[src/rtl/amber48_fetch_unit.sv]
// Amber48 fetch unit: sequential PC generation, in-order imem response tracking and an
// instruction queue with redirect flush. Define AMBER48_FETCH_BYPASS_EN for the same-cycle response bypass.
module amber48_fetch_unit #(
  parameter int unsigned     XLEN            = 48,
  parameter int unsigned     DEPTH           = 4,
  parameter int unsigned     MAX_OUTSTANDING = 2,
  parameter logic [XLEN-1:0] RESET_PC        = '0,
  parameter int unsigned     BAU_BYTES       = XLEN / 8,
  parameter logic [XLEN-1:0] PC_INC          = XLEN'(BAU_BYTES)
) (
  input  logic                       clk_i,
  input  logic                       rst_ni,
  input  logic                       clk_en_i,
  input  logic                       redirect_i,
  input  logic [XLEN-1:0]            redirect_pc_i,
  output logic                       imem_req_o,
  output logic [XLEN-1:0]            imem_addr_o,
  input  logic                       imem_ready_i,
  input  logic                       imem_valid_i,
  input  logic [XLEN-1:0]            imem_data_i,
  input  logic                       imem_err_i,
  output logic                       fetch_valid_o,
  output logic [XLEN-1:0]            fetch_pc_o,
  output logic [XLEN-1:0]            fetch_instr_o,
  output logic                       fetch_fault_o,
  input  logic                       fetch_ready_i,
  output logic [$clog2(DEPTH+1)-1:0] occupancy_o
);

  localparam int unsigned OCC_W = $clog2(DEPTH + 1);
  localparam int unsigned PTR_W = $clog2(DEPTH);
  localparam int unsigned OUT_W = $clog2(MAX_OUTSTANDING + 1);
  localparam int unsigned SUM_W = $clog2(2 * DEPTH + 1);

  localparam logic [OUT_W-1:0] MAX_OUT = OUT_W'(MAX_OUTSTANDING);
  localparam logic [OCC_W-1:0] FULL    = OCC_W'(DEPTH);
  localparam logic [SUM_W-1:0] DEPTH_S = SUM_W'(DEPTH);

  typedef struct packed {
    logic [XLEN-1:0] pc;
    logic [XLEN-1:0] instr;
    logic            fault;
  } entry_t;

  logic [XLEN-1:0]  pc_q, pc_d;
  logic [XLEN-1:0]  rsp_pc_q, rsp_pc_d;
  logic [OUT_W-1:0] out_q, out_d;
  logic [OUT_W-1:0] drop_q, drop_d;
  logic [OCC_W-1:0] occ_q, occ_d;
  logic [PTR_W-1:0] rd_ptr_q, rd_ptr_d;
  logic [PTR_W-1:0] wr_ptr_q, wr_ptr_d;
  entry_t           mem_q [DEPTH];

  logic [SUM_W-1:0] in_flight;
  logic             flush, req_acc, rsp_fire, rsp_drop, rsp_keep;
  logic             q_valid, bypass, push, pop;
  entry_t           head, rsp_entry, out_entry;

  // Requests are throttled so every in-flight response is guaranteed a queue slot.
  always_comb begin
    in_flight  = SUM_W'(occ_q) + SUM_W'(out_q);
    imem_req_o = rst_ni & clk_en_i & ~redirect_i & (out_q < MAX_OUT) & (in_flight < DEPTH_S);
  end

  assign imem_addr_o = pc_q;
  assign flush       = clk_en_i & redirect_i;
  assign req_acc     = imem_req_o & imem_ready_i;
  assign rsp_fire    = clk_en_i & imem_valid_i;
  assign rsp_drop    = rsp_fire & (redirect_i | (drop_q != '0));
  assign rsp_keep    = rsp_fire & ~rsp_drop;

  always_comb begin
    head      = mem_q[rd_ptr_q];
    q_valid   = (occ_q != '0);
    rsp_entry = '{pc: rsp_pc_q, instr: imem_data_i, fault: imem_err_i};
    bypass    = 1'b0;
`ifdef AMBER48_FETCH_BYPASS_EN
    bypass    = rsp_keep & ~q_valid;
`endif
    if (bypass)       out_entry = rsp_entry;
    else if (q_valid) out_entry = head;
    else              out_entry = '0;
    fetch_valid_o = q_valid | bypass;
    fetch_pc_o    = out_entry.pc;
    fetch_instr_o = out_entry.instr;
    fetch_fault_o = out_entry.fault;
    // A bypassed response that decode takes immediately never occupies a slot.
    push = rsp_keep & ~(bypass & fetch_ready_i);
    pop  = q_valid & fetch_ready_i & clk_en_i & ~flush;
  end

  assign occupancy_o = occ_q;

  // NOTE: every next-state variable gets its hold value first so no path can infer a latch.
  always_comb begin
    pc_d     = pc_q;
    rsp_pc_d = rsp_pc_q;
    drop_d   = drop_q;
    occ_d    = occ_q;
    rd_ptr_d = rd_ptr_q;
    wr_ptr_d = wr_ptr_q;
    if (flush) begin
      pc_d     = redirect_pc_i;
      rsp_pc_d = redirect_pc_i;
      drop_d   = out_q - OUT_W'(rsp_fire);
      occ_d    = '0;
      rd_ptr_d = '0;
      wr_ptr_d = '0;
    end else begin
      if (req_acc)  pc_d     = pc_q + PC_INC;
      if (rsp_keep) rsp_pc_d = rsp_pc_q + PC_INC;
      if (rsp_drop) drop_d   = drop_q - OUT_W'(1);
      if (push)     wr_ptr_d = wr_ptr_q + PTR_W'(1);
      if (pop)      rd_ptr_d = rd_ptr_q + PTR_W'(1);
      occ_d = occ_q + OCC_W'(push) - OCC_W'(pop);
    end
    out_d = out_q + OUT_W'(req_acc) - OUT_W'(rsp_fire);
  end

  always_ff @(posedge clk_i or negedge rst_ni) begin
    if (!rst_ni) begin
      pc_q     <= RESET_PC;
      rsp_pc_q <= RESET_PC;
      out_q    <= '0;
      drop_q   <= '0;
      occ_q    <= '0;
      rd_ptr_q <= '0;
      wr_ptr_q <= '0;
    end else begin
      pc_q     <= pc_d;
      rsp_pc_q <= rsp_pc_d;
      out_q    <= out_d;
      drop_q   <= drop_d;
      occ_q    <= occ_d;
      rd_ptr_q <= rd_ptr_d;
      wr_ptr_q <= wr_ptr_d;
    end
  end

  // NOTE: payload storage is not reset; occupancy and pointers alone decide which entries are live.
  always_ff @(posedge clk_i) begin
    if (push) mem_q[wr_ptr_q] <= rsp_entry;
  end

  always_ff @(posedge clk_i) begin
    if (rst_ni) begin
      assert (!(rsp_fire && out_q == '0))
        else $error("imem response with no request outstanding");
      assert (!(push && occ_q == FULL && !pop))
        else $error("instruction queue overflow");
      assert (out_q <= MAX_OUT)
        else $error("outstanding count above limit");
    end
  end

endmodule

[config.mk]
export PLATFORM = sky130hd
export DESIGN_NAME = amber48_fetch_unit
export DESIGN_NICKNAME = d
export VERILOG_FILES = /design/src/rtl/amber48_fetch_unit.sv
export SDC_FILE = /design/constraint.sdc
export NUM_CORES = 1
export LEC_CHECK = 0
export ABC_AREA = 0
export BUFFER_PORTS_ARGS = -buffer_cell sky130_fd_sc_hd__buf_4
export CORE_UTILIZATION = 58
export DETAILED_ROUTE_END_ITERATION = 12
export GPL_TIMING_DRIVEN = 0
export PLACE_DENSITY = 0.87
export SYNTH_ARGS = -nofsm -noshare
export SYNTH_HDL_FRONTEND = slang
export SYNTH_SLANG_ARGS = --single-unit
[constraint.sdc]
create_clock -name clk_i -period 4 [get_ports clk_i]
set_input_delay 1 -clock clk_i [delete_from_list [all_inputs] [get_ports clk_i]]
set_output_delay 1 -clock clk_i [all_outputs]
set_load 0.05 [all_outputs]
=== After elaboration in Yosys (flattened, before gate mapping) ===
Memory sizes are Yosys's and may differ from the RTL's.
Index checks and enable logic that the tools add are counted.

* Reduce and logical (&&, ||, !) cells: 6
* Order comparisons: 2
* Shifts and indexed selects: 0
* Divide/modulo/power cells: 0
* Multipliers: 0
* Equality and inequality tests: 0
* Bitwise operators: 16
* Muxes and demuxes: 14
* Add/subtract/negate cells: 11

{| class="wikitable"
|+ Operator list
! kind !! count
|-
| $mux 48 || 4
|-
| $mux 97 || 1
|-
| $add 48x3->48 const B || 2
|-
| $and 1x1->1 || 12
|-
| $mux 2 || 6
|-
| $reduce_bool 2->1 || 5
|-
| $add 2x1->2 const B || 2
|-
| $add 3x2->4 || 1
|-
| $lt 4x3->1 const B || 1
|-
| $sub 2x1->2 || 2
|-
| $add 3x1->3 || 1
|-
| $mux 3 || 1
|-
| $not 1->1 || 3
|-
| $reduce_bool 3->1 || 1
|-
| $sub 3x1->3 || 1
|-
| $add 2x1->2 || 1
|-
| $lt 2x2->1 const B || 1
|-
| $mux 1 || 2
|-
| $sub 2x1->2 const B || 1
|-
| $or 1x1->1 || 1
|}

* Memories: 1
* Output and inout bits: 150
* Memory bits (read-only): 0
* RAM bits: 388
* Bits in latches: 0
* Bits in registers: 107
* Input port bits: 104

{| class="wikitable"
|+ Memory list
! memory !! words !! bits a word !! rd ports !! clocked after memory_dff !! wr ports !! line !! source
|-
| mem_q || 4 || 97 || 1 || 0 || 1 || 52 || <nowiki>entry_t mem_q [DEPTH];</nowiki>
|}

=== Logic depth before layout (Yosys ltp) ===
Gate-level depths: netlist of run 1.

* Word-level depth: 8
* Gate-level depth with buffers: 13
* Mapped depth without buffers: 12

=== Worst setup path after synthesis of run 1 ===
OpenSTA, ideal clock, no wires.

* Kind: input to register
* Start point: input port clk_en_i
* End point: memory mem_q[2][10] (netlist bit) (enable)
* Library setup time: 0.467 ns
* Arrival time: 3.766 ns
* Buffers on the path: 2
* Cell stages on the path: 4
* Path slack: -0.232 ns
* Required time: 3.533 ns
* Path through: buf_2 -> and4b_1 -> buf_4 -> and2_1

* Word-level cells in the longest chain between the ends: 6

{| class="wikitable"
|+ Ends and longest elaborated chain
! element !! line !! source
|-
| from (decl) || 13 || <nowiki>input logic clk_en_i,</nowiki>
|-
| $and 1x1->1 * || 68 || <nowiki>assign rsp_fire = clk_en_i & imem_valid_i;</nowiki>
|-
| $and 1x1->1 || 69 || <nowiki>assign rsp_drop = rsp_fire & (redirect_i | (drop_q != '0));</nowiki>
|-
| $not 1->1 || 70 || <nowiki>assign rsp_keep = rsp_fire & ~rsp_drop;</nowiki>
|-
| $and 1x1->1 * || 70 ||
|-
| $mux 1 * || 142 || <nowiki>if (push) mem_q[wr_ptr_q] <= rsp_entry;</nowiki>
|-
| $mux 1 (implied by the code) * || 142 ||
|-
| to (decl) || 52 ||
|}

Mark *: on every way between the ends. The rest lies on a longest branch, timed or not.

=== Worst setup path after layout of run 1 ===
* Start point: register rd_ptr_q[0]
* End point: output port fetch_pc_o[25]

* Word-level cells in the longest chain between the ends: 2

{| class="wikitable"
|+ Ends and longest elaborated chain
! element !! line !! source
|-
| from (decl) || 50 || <nowiki>logic [PTR_W-1:0] rd_ptr_q, rd_ptr_d;</nowiki>
|-
| from (signal assigned) || 135 || <nowiki>rd_ptr_q <= rd_ptr_d;</nowiki>
|-
| $mem_v2 4x97 || - ||
|-
| $mux 97 || 81 || <nowiki>else if (q_valid) out_entry = head;</nowiki>
|-
| to (decl) || 23 || <nowiki>output logic [XLEN-1:0] fetch_pc_o,</nowiki>
|}

Every way passes these cells.

==> results of run 1 <==
==> synthesized netlist by cell type (8+ instances only) <==
library cell    n  share of area, %
a21oi_1        46               1.1
a31oi_1        31              0.94
and2_1        107               3.2
and4_1          8              0.34
buf_1          11              0.20
clkbuf_1       51              0.93
dfrtp_1       106                13
edfxtp_1      388                56
ha_1           13              0.79
inv_1          31              0.56
mux4_2         97                11
nand2_1        59               1.1
nand3_1        34              0.82
nand4_1        28              0.85
nor2_1         72               1.3
nor3_1         21              0.51
nor4_1         16              0.48
o21ai_1        18              0.44
o31ai_1        15              0.54
or3_1          22              0.67
or4_1          22              0.80
xnor2_1        39               1.7
xor2_1         11              0.47
==> metrics by stage <==
stage / hold WS (ns) / setup slack, ns
global placement: 0.535 / -0.237
global route: 0.232 / 0.0987
CTS: 0.546 / 0.0165
finish: 0.234 / 0.201
floorplan: 0.487 / 0.566
detailed placement: 0.531 / -0.246
==> repair_timing <==
item | CTS | global route
setup endpoints to repair | 91 | 3
setup buffers | 0 | 0
resized for setup | 21 | 0
==> state kept, by name (all words and copies together) (netlist names) <==
register,count
drop_q,2
rsp_pc_q,47
imem_addr_o,48
occupancy_o,3
rd_ptr_q,2
out_q,2
mem_q,388
wr_ptr_q,2
==> area by class of cell <==
class                           instances  share of cell area [%]
Buffer                                 64                    1.28
Clock buffer                           55                    5.00
Clock inverter                         33                    1.63
Inverter                               33                   0.496
Multi-Input combinational cell        718                    24.0
Sequential cell                       494                    57.2
Tap cell                              455                    2.28
Timing Repair Buffer                  257                    8.13
==> kinds of logic after synthesis <==
family,count (synthesis)
compound gates,136
xor+xnor,50
fa+ha+maj,14
buf+inv,100
flops,494
mux,102
simple gates,416
==> power breakdown <==
group	leakage (nW)	total (mW)	switching, mW	internal [mW]
Clock	0.789	4.71	1.88	2.83
Sequential	4.69	6.21	0.365	5.85
Combinational	3.28	6.66	4.41	2.25
Total	8.77	17.6	6.65	10.9
==> critical path, stage by stage, from the launching register on <==
cell and delay, ns:
dfrtp_1 0.35, clkbuf_2 0.36, clkdlybuf4s15_2 0.54, mux4_2 0.58, and2_1 0.21, buf_4 0.20
==> per-layer routing <==
metal	GRT usage [%]	share of wire, %
met3	4.69	8.4
met1	37.9	41
met5	0	0.029
met2	44.0	48
met4	10.5	3.1
==> how the worst max path moves through the flow <==
stage	start	end	slack, ns	cells past startpoint
CTS	rst_ni	imem_req_o	0.02	5
global placement	rst_ni	imem_addr_o[40]$_DFFE_PN0P_	-0.24	9
floorplan	clk_en_i	imem_req_o	0.57	4
finish	rd_ptr_q[0]$_DFFE_PN0P_	fetch_pc_o[25]	0.20	5
global route	rd_ptr_q[0]$_DFFE_PN0P_	fetch_pc_o[25]	0.1	5
detailed placement	rst_ni	imem_addr_o[40]$_DFFE_PN0P_	-0.25	9
==> results.tsv, run 1 <==
stage	metric	value	unit
detailed_routing	routed_via_density	6.19	
critical_path	r2r_end	rsp_pc_q[45]$_DFFE_PN0P_	
detailed_routing	antenna_left	0	
synthesis	synthXorXnorAreaFrac	2.12	%
detailed_routing	wl_per_cell	23.2	um
die	fp.dieW	191	um
synthesis	ys_types	52	
timing	skew	0.0192	ns
synthesis	synthAdderAreaFrac	0.884	%
clock_network	clock_path_buffers	3	
grt	grt_max_degree	108	
synthesis	seq_area_frac_synth	69.2	%
placed_design	hpwlAfterDp	32500	um
die	start_util	59.4	%
die	ios	254	
synthesis	synth_flop_cell	edfxtp_1	
die	fp-row-count	68	
timing	finalCritPeriodShare	95.0	%
cells_and_area	drive_above_1_share	27.5	%
timing	rsz0062_at_grt	no	
timing	tns	0	ns
cells_and_area	layout_commonest_cell	edfxtp_1	
synthesis	avgSynthCellArea	15.8	um^2
cells_and_area	final_cells	2109	
critical_path	crit_type	flop to output pin	
grt	grt_first_pass_wirelength	74500	um
pwr	power	17.6	mW
cells_and_area	fin_util	71.8	%
cells_and_area	ff_latch_area	14300	um^2
die	die_area	36400	um^2
timing	hold_viol_final	0	
clock_network	cts_hold_buf	0	
critical_path	reg2reg_slack	0.97	ns
min_path	min_path_type	primary input to async pin	
detailed_routing	via_count	13100	
detailed_routing	routed_wl	49000	um
job	cap_violations	0	
status	status	finished clean	
timing	worstMarginPinSlew	0.974	ns
timing	fin_crit	3.80	ns
timing	max_freq	263	MHz
critical_path	worst-endpoint-arrival	2.80	ns
grt	antenna_found_initial	1	
critical_path	crit_fanout	10	
placed_design	dpl-instance-area	23200	um^2
synthesis	synthSimpleGateAreaFrac	11.1	%
synthesis	synthCells	1312	
critical_path	worstSetupStartpointType	flop	
pwr	leakagePower	8.77	nW
clock_network	clkTransAtPathRegs	0.06	ns
critical_path	reg2regPathDepth	9	
cells_and_area	antenna_cells	0	
clock_network	cts-root-buf	clkbuf_16	
placed_design	place_congestion	0.898	
clock_network	clkSinkCount	494	
cells_and_area	layout_common_cells	388 x edfxtp_1, 253 x buf_4, 106 x dfrtp_1	
cells_and_area	multiInputGateArea	5990	um^2
detailed_routing	drt_first_pass_iters	5	
pwr	power_density	703	nW/um^2
detailed_routing	remaining_drc_errors	0	
die	fp.coreArea	34800	um^2
cells_and_area	finalNetCount	1734	
critical_path	rr_startpoint	rsp_pc_q[1]$_DFFE_PN0P_	
synthesis	synthMuxAreaShare	10.8	%
grt	first_global_vias	13100	
critical_path	end_kind	output pin	
synthesis	synth_top_family_by_area	simple AND/OR/NAND/NOR gates	
timing	slew_headroom	34.5	%
detailed_routing	drt_iter0_markers	1126	
cells_and_area	num-fill-cells	2125	
grt	grt.overflow.total	0	
clock_network	clock_latency	0.56	ns
synthesis	synth_edf_count	388	
critical_path	cp.required	3.00	ns
clock_network	cts_made_buffers	48	
timing	slew_violations	0	
synthesis	syn-cell-area	20700	um^2
pwr	ir_worst_vdd	0.808	mV
cells_and_area	area_growth_syn_to_layout	21.0	%
timing	setup_violations	0	
cells_and_area	fin_area	25000	um^2
clock_network	htree_levels	2	
grt	track_usage	27.4	%
synthesis	synth_compound_area_share	3.97	%
placed_design	numPortBuffers	252	
synthesis	ys_warn_count	0	
synthesis	ys_async_sr_fraction	21.5	%
synthesis	ys_seq_elements	494	
die	die_h	191	um
synthesis	synthesis.nets	1430	
clock_network	cts_tree	done	
placed_design	dp.cells	2023	
Note: power is estimated with default switching activity, not from simulation.
==> run 2, diff against run 1 <==
- clock period: 4 -> 4.05 ns (I/O delays scaled with it)
==> run 2 against run 1 <==
Net effect: wire length is 0.29% higher; die area stayed put; sequential cell count stayed put; global-route usage about the same; clock skew rose by 0.00084 ns; register-to-register slack gained 0.03 ns; critical path depth is the same; clock-buffer cell count stayed put; cell area hardly changed; power fell by 1.3%; sequential power is 1% lower; critical endpoint is now fetch_pc_o[16]; largest cell class unchanged.
==> results.tsv, run 2 (synthesis gave the netlist of run 1 again) <==
stage	metric	value	unit	change
cells_and_area	antenna_cells	0		unchanged
cells_and_area	top_register	mem_q		unchanged
timing	fin_crit	4.03	ns	
min_path	min_path_type	primary input to async pin		unchanged
timing	hold_ws	0.250	ns	was 0.234 ns
grt	track_usage	27.5	%	was 27.4%
critical_path	reg2reg_slack	1.00	ns	was 0.97 ns
pwr	ir_worst_vdd	0.796	mV	was 0.808 mV
placed_design	place_congestion	0.898		unchanged
clock_network	cts_tree	done		unchanged
cells_and_area	final_cells	2110		was 2109
grt	grt.overflow.total	0		unchanged
timing	worstMarginPinSlew	0.906	ns	was 0.974 ns
critical_path	crit_fanout	10		unchanged
pwr	power_density	695	nW/um^2	was 703 nW/um^2
grt	grt_max_degree	108		unchanged
detailed_routing	antenna_left	0		unchanged
critical_path	worst-endpoint-arrival	3.02	ns	was 2.80 ns
critical_path	reg2regPathDepth	9		unchanged
cells_and_area	drive_above_1_share	27.5	%	about the same
detailed_routing	drt_iter0_markers	1112		was 1126
cells_and_area	largest_reg_flops	388		unchanged
detailed_routing	wl_per_cell	23.3	um	was 23.2 um
cells_and_area	layout_common_cells	388 x edfxtp_1, 253 x buf_4, 106 x dfrtp_1		unchanged
timing	rsz0062_at_grt	no		unchanged
detailed_routing	remaining_drc_errors	0		unchanged
grt	antenna_found_initial	1		unchanged
cells_and_area	area_growth_syn_to_layout	20.9	%	was 21.0%
clock_network	cts_made_buffers	48		unchanged
clock_network	clkTransAtPathRegs	0.06	ns	about the same
critical_path	end_kind	output pin		unchanged
die	start_util	59.4	%	unchanged
clock_network	htree_levels	2		unchanged
placed_design	numPortBuffers	252		unchanged
detailed_routing	routed_via_density	6.15		was 6.19
die	ios	254		unchanged
critical_path	worstSetupStartpointType	flop		unchanged
timing	slew_violations	0		unchanged
timing	max_freq	248	MHz	
job	cap_violations	0		unchanged
die	die_h	191	um	unchanged
pwr	leakagePower	8.77	nW	about the same
die	die_area	36400	um^2	unchanged
detailed_routing	via_count	13000		was 13100
timing	slew_headroom	39.1	%	was 34.5%
clock_network	clock_latency	0.56	ns	about the same
die	fp.coreArea	34800	um^2	unchanged
clock_network	clkSinkCount	494		unchanged
timing	hold_viol_final	0		unchanged
timing	skew	0.0200	ns	was 0.0192 ns
critical_path	cp.required	3.04	ns	was 3.00 ns
timing	finalCritPeriodShare	99.5	%	
die	fp.dieW	191	um	unchanged
die	fp-row-count	68		unchanged
critical_path	r2r_end	rsp_pc_q[45]$_DFFE_PN0P_		unchanged
grt	grt_first_pass_wirelength	74500	um	about the same
clock_network	cts-root-buf	clkbuf_16		unchanged
timing	setup_violations	0		unchanged
placed_design	dp.cells	2023		unchanged
clock_network	clock_path_buffers	3		unchanged
grt	first_global_vias	13100		about the same
cells_and_area	layout_commonest_cell	edfxtp_1		unchanged
critical_path	crit_type	flop to output pin		unchanged
detailed_routing	drt_first_pass_iters	5		unchanged
critical_path	rr_startpoint	rsp_pc_q[1]$_DFFE_PN0P_		unchanged
cells_and_area	finalNetCount	1735		was 1734
detailed_routing	routed_wl	49100	um	was 49000 um
placed_design	hpwlAfterDp	32500	um	unchanged
status	status	finished clean		unchanged
-- run 2: changes by cell type in the layout (fill, tap and decap cells not counted) --
cell and delta:
clkdlybuf4s15_2 -2, clkbuf_2 +2, clkbuf_1 +1
-- run 2: worst max path at each step --
stage | slack (ns) | startpoint | endpoint | cells past startpoint
after global placement | -0.20 | rst_ni | imem_addr_o[40]$_DFFE_PN0P_ | 9
after CTS | 0.0006 | rd_ptr_q[0]$_DFFE_PN0P_ | fetch_instr_o[12] | 5
after detailed placement | -0.21 | rst_ni | imem_addr_o[40]$_DFFE_PN0P_ | 9
final | 0.02 | rd_ptr_q[1]$_DFFE_PN0P_ | fetch_pc_o[16] | 5
after global routing | 0.03 | rd_ptr_q[1]$_DFFE_PN0P_ | fetch_pc_o[18] | 5
after floorplan | 0.59 | clk_en_i | imem_req_o | 4
-- run 2: what timing repair did --
action / 4_1_cts / 5_1_grt
setup endpoints to repair: 91 / 21
buffers inserted: 0 / 0
gates resized for setup: 17 / 4
hold buffers: 0 / 0
hold endpoints to repair: 0 / 0
cloned: 0 / 0
-- run 2: per-stage QoR --
stage                     worst slack, ns  utilization [%]  total power, mW  cell area (um^2)  TNS, ns
after floorplan                     0.591                -             10.7             20700        0
after global placement             -0.199             66.5             12.7             23100   -31.72
after detailed placement           -0.209             66.8             12.8             23200   -0.703
after CTS                        0.000617             71.7             17.5             25000        0
after global routing               0.0300             71.8             18.0             25000        0
final                              0.0210             71.8             17.4             25000        0
-- run 2: cell type report --
class | instances | area [um^2]
Buffer | 65 | 312
Clock buffer | 55 | 1250
Clock inverter | 33 | 407
Fill cell | 2128 | 9810
Inverter | 33 | 124
Multi-Input combinational cell | 718 | 5990
Sequential cell | 494 | 14300
Tap cell | 455 | 569
Timing Repair Buffer | 257 | 2030
-- run 2: layer usage --
layer  vias up  wire [um]  GRT usage (%)
met5         -         16              0
met4         2       1470           10.2
met3       102       4250           4.67
met2       707      23600           44.0
met1      6454      19800           38.0
li1       5711          -              -
-- run 2: worst max-delay path, stage by stage (launching register included) --
cell and delay [ns]:
dfrtp_1 0.33, clkbuf_1 0.68, buf_1 0.63, mux4_2 0.43
and2_1 0.20, buf_4 0.19
-- run 2: power by group --
part           internal [mW]  switching, mW  total [mW]
Sequential              5.78          0.345        6.12
Combinational           2.22           4.38        6.60
Clock                   2.79           1.85        4.64
Total                   10.8           6.57        17.4
==> run 3, diff against run 2 <==
- CORE_UTILIZATION: 58 -> 52
- PLACE_DENSITY: 0.87 -> 0.82
- clock period: 4.05 -> 3.3 ns (I/O delays scaled with it)
==> run 3 against run 2 <==
Net effect: first-iteration DRC count fell by 1.6%; wire length is 1.8% higher; sequential share of layout area shrank 0.17 points; register-to-register slack lost 0.71 ns; non-clock buffer count grew 2; die area increased by 11%; global-route usage is 2.5 points lower; via count shrank 0.13%; utilization fell by 7.4 points.
==> results.tsv, run 3 (synthesis gave the netlist of run 1 again) <==
stage	metric	value	unit	change
cells_and_area	area_growth_syn_to_layout	21.3	%	was 20.9%
grt	track_usage	25.0	%	was 27.5%
grt	antenna_found_initial	0		was 1
timing	slew_violations	0		unchanged
critical_path	r2r_end	rsp_pc_q[45]$_DFFE_PN0P_		unchanged
die	die_h	201	um	was 191 um
placed_design	pre_cts_ws	-0.767	ns	was -0.209 ns
pwr	power_density	853	nW/um^2	was 695 nW/um^2
pwr	power.share.clock	26.1	%	was 26.7%
timing	setup_violations	0		unchanged
min_path	min_path_type	primary input to async pin		unchanged
clock_network	clkTransAtPathRegs	0.06	ns	about the same
pwr	combPwrFrac	38.6	%	was 38.0%
cells_and_area	layout_common_cells	388 x edfxtp_1, 257 x buf_4, 103 x and2_1, 103 x dfrtp_1, 97 x mux4_2		was 388 x edfxtp_1, 253 x buf_4, 106 x dfrtp_1
clock_network	cts_made_buffers	49		was 48
critical_path	rr_startpoint	rsp_pc_q[1]$_DFFE_PN0P_		unchanged
clock_network	htree_levels	2		unchanged
grt	grt.overflow.total	0		unchanged
critical_path	reg2regPathDepth	9		unchanged
pwr	ir_worst_vdd	0.649	mV	was 0.796 mV
die	ios	254		unchanged
placed_design	numPortBuffers	252		unchanged
pwr	power_switching	8.23	mW	was 6.57 mW
pwr	leakagePower	8.82	nW	was 8.77 nW
cells_and_area	layout_commonest_cell	edfxtp_1		unchanged
detailed_routing	via_count	13000		about the same
clock_network	clock_latency	0.59	ns	was 0.56 ns
cells_and_area	top_register	mem_q		unchanged
cells_and_area	drive_above_1_share	28.6	%	was 27.5%
clock_network	cts-root-buf	clkbuf_16		unchanged
pwr	internal-power	13.1	mW	was 10.8 mW
critical_path	crit_fanout	10		unchanged
timing	max_freq	310	MHz	
detailed_routing	remaining_drc_errors	0		unchanged
clock_network	clkSinkCount	494		unchanged
critical_path	worst-endpoint-arrival	2.40	ns	was 3.02 ns
status	status	finished clean		unchanged
timing	hold_ws	0.154	ns	was 0.250 ns
cells_and_area	finalNetCount	1738		was 1735
timing	worst_slack	0.0733	ns	was 0.0210 ns
critical_path	worst_path_most_repeated_cell	buf_4		
clock_network	clock_path_buffers	3		unchanged
critical_path	critPathMaxStageDelay	0.52	ns	was 0.68 ns
cells_and_area	num-fill-cells	2689		was 2128
placed_design	hpwlAfterDp	33300	um	was 32500 um
critical_path	slowest_stage	mux4_2		was clkbuf_1
die	die_area	40500	um^2	was 36400 um^2
die	fp.dieW	201	um	was 191 um
detailed_routing	drt_iter0_markers	1094		was 1112
timing	skew	0.0198	ns	was 0.0200 ns
detailed_routing	wl_per_cell	22.9	um	was 23.3 um
cells_and_area	antenna_cells	0		unchanged
cells_and_area	fin_util	64.4	%	was 71.8%
die	fp-row-count	72		was 68
timing	slew_headroom	33.9	%	was 39.1%
detailed_routing	routed_via_density	5.95		was 6.15
cells_and_area	largest_reg_flops	388		unchanged
timing	worstMarginPinSlew	0.983	ns	was 0.906 ns
critical_path	crit_type	flop to output pin		unchanged
timing	hold_viol_final	0		unchanged
critical_path	end_kind	output pin		unchanged
pwr	sw_frac_of_total	38.5	%	was 37.8%
timing	rsz0062_at_grt	no		unchanged
die	fp.coreArea	38900	um^2	was 34800 um^2
job	cap_violations	0		unchanged
critical_path	crit_chain	buf_4, buf_6, mux4_2, and2_1, buf_4		was clkbuf_1, buf_1, mux4_2, and2_1, buf_4
timing	finalCritPeriodShare	97.8	%	
critical_path	reg2reg_slack	0.29	ns	was 1.00 ns
detailed_routing	antenna_left	0		unchanged
critical_path	worstSetupStartpointType	flop		unchanged
timing	tns	0	ns	unchanged
placed_design	place_congestion	0.918		was 0.898
grt	grt_max_degree	108		unchanged
die	start_util	53.1	%	was 59.4%
detailed_routing	routed_wl	50000	um	was 49100 um
pwr	power	21.4	mW	was 17.4 mW
critical_path	cp.required	2.47	ns	was 3.04 ns
pwr	seqPwrFrac	35.3	%	about the same
clock_network	cts_tree	done		unchanged
grt	first_global_vias	13100		about the same
timing	fin_crit	3.23	ns	
grt	grt_first_pass_wirelength	76200	um	was 74500 um
detailed_routing	drt_first_pass_iters	6		was 5
==> run 3: cell types whose count changed in the layout (fill, tap and decap cells not counted), sizes merged <==
cell	previous run	this run
clkbuf	106	105
bufinv	9	6
clkinvlp	6	4
buf	264	276
clkdlybuf4s15	7	0
inv	35	34
clkinv	16	23
==> run 3: cell type report <==
type                       count  area [um^2]  area share [%]
multi-input combinational    718         5990            23.9
clock buffer                  57         1270            5.05
timing repair buffer         259         2040            8.13
clock inverter                34          349            1.39
buffer                        65          348            1.39
sequential                   494        14300            57.1
inverter                      33          124           0.494
tap                          518          648            2.59
==> run 3: critical path: cells and delay by family, from the launching register on <==
family,cells,cell delay (ns)
buffers and inverters,3,0.72
muxes,1,0.52
DFF,1,0.35
and+or+nand+nor,1,0.23
==> run 3: power groups by stage <==
| stage | Clock, mW | Combinational (mW) | Sequential (mW) |
|---|---|---|---|
| 5_1_grt | 5.86 | 8.66 | 7.58 |
| 6_report | 5.58 | 8.26 | 7.54 |
| 4_1_cts | 5.65 | 8.33 | 7.52 |
| 3_3_place_gp | 0 | 8.08 | 7.59 |
| 2_1_floorplan | 0 | 5.33 | 7.81 |
| 3_5_place_dp | 0 | 8.19 | 7.61 |
==> run 3: per-layer routing <==
metal  global-route usage, %  wire, um  share of wire [%]  vias to the layer above
met5                       0         0                  0                        -
met1                    33.6     19700                 39                     6464
li1                        -         -                  -                     5722
met2                    41.3     24400                 49                      675
met3                    4.54      4360                8.7                       98
met4                    8.47      1450                2.9                        0
==> run 3: metrics by stage <==
stage / cells / area, um^2
6_report: 2178 / 25100
3_5_place_dp: 2086 / 23300
2_1_floorplan: 1312 / 20700
4_1_cts: 2178 / 25000
3_3_place_gp: 2082 / 23200
5_1_grt: 2178 / 25100
==> run 3: worst max path at each step <==
| stage | start | to | slack [ns] | cells past startpoint |
|---|---|---|---|---|
| floorplan | clk_en_i | imem_req_o | 0.22 | 4 |
| global placement | rst_ni | imem_addr_o[40]$_DFFE_PN0P_ | -0.76 | 9 |
| detailed placement | rst_ni | imem_addr_o[40]$_DFFE_PN0P_ | -0.77 | 9 |
| CTS | rd_ptr_q[0]$_DFFE_PN0P_ | fetch_instr_o[8] | -0.02 | 5 |
| global route | rd_ptr_q[0]$_DFFE_PN0P_ | fetch_pc_o[25] | 0.003 | 5 |
| finish | rd_ptr_q[0]$_DFFE_PN0P_ | fetch_pc_o[25] | 0.07 | 5 |
==> run 3: repair_timing <==
action                     4_1_cts  5_1_grt
resized for setup               73        9
cloned                           0        0
pin swaps                        1        0
buffers inserted                 3        0
hold buffers                     0        0
setup endpoints to repair      102       50
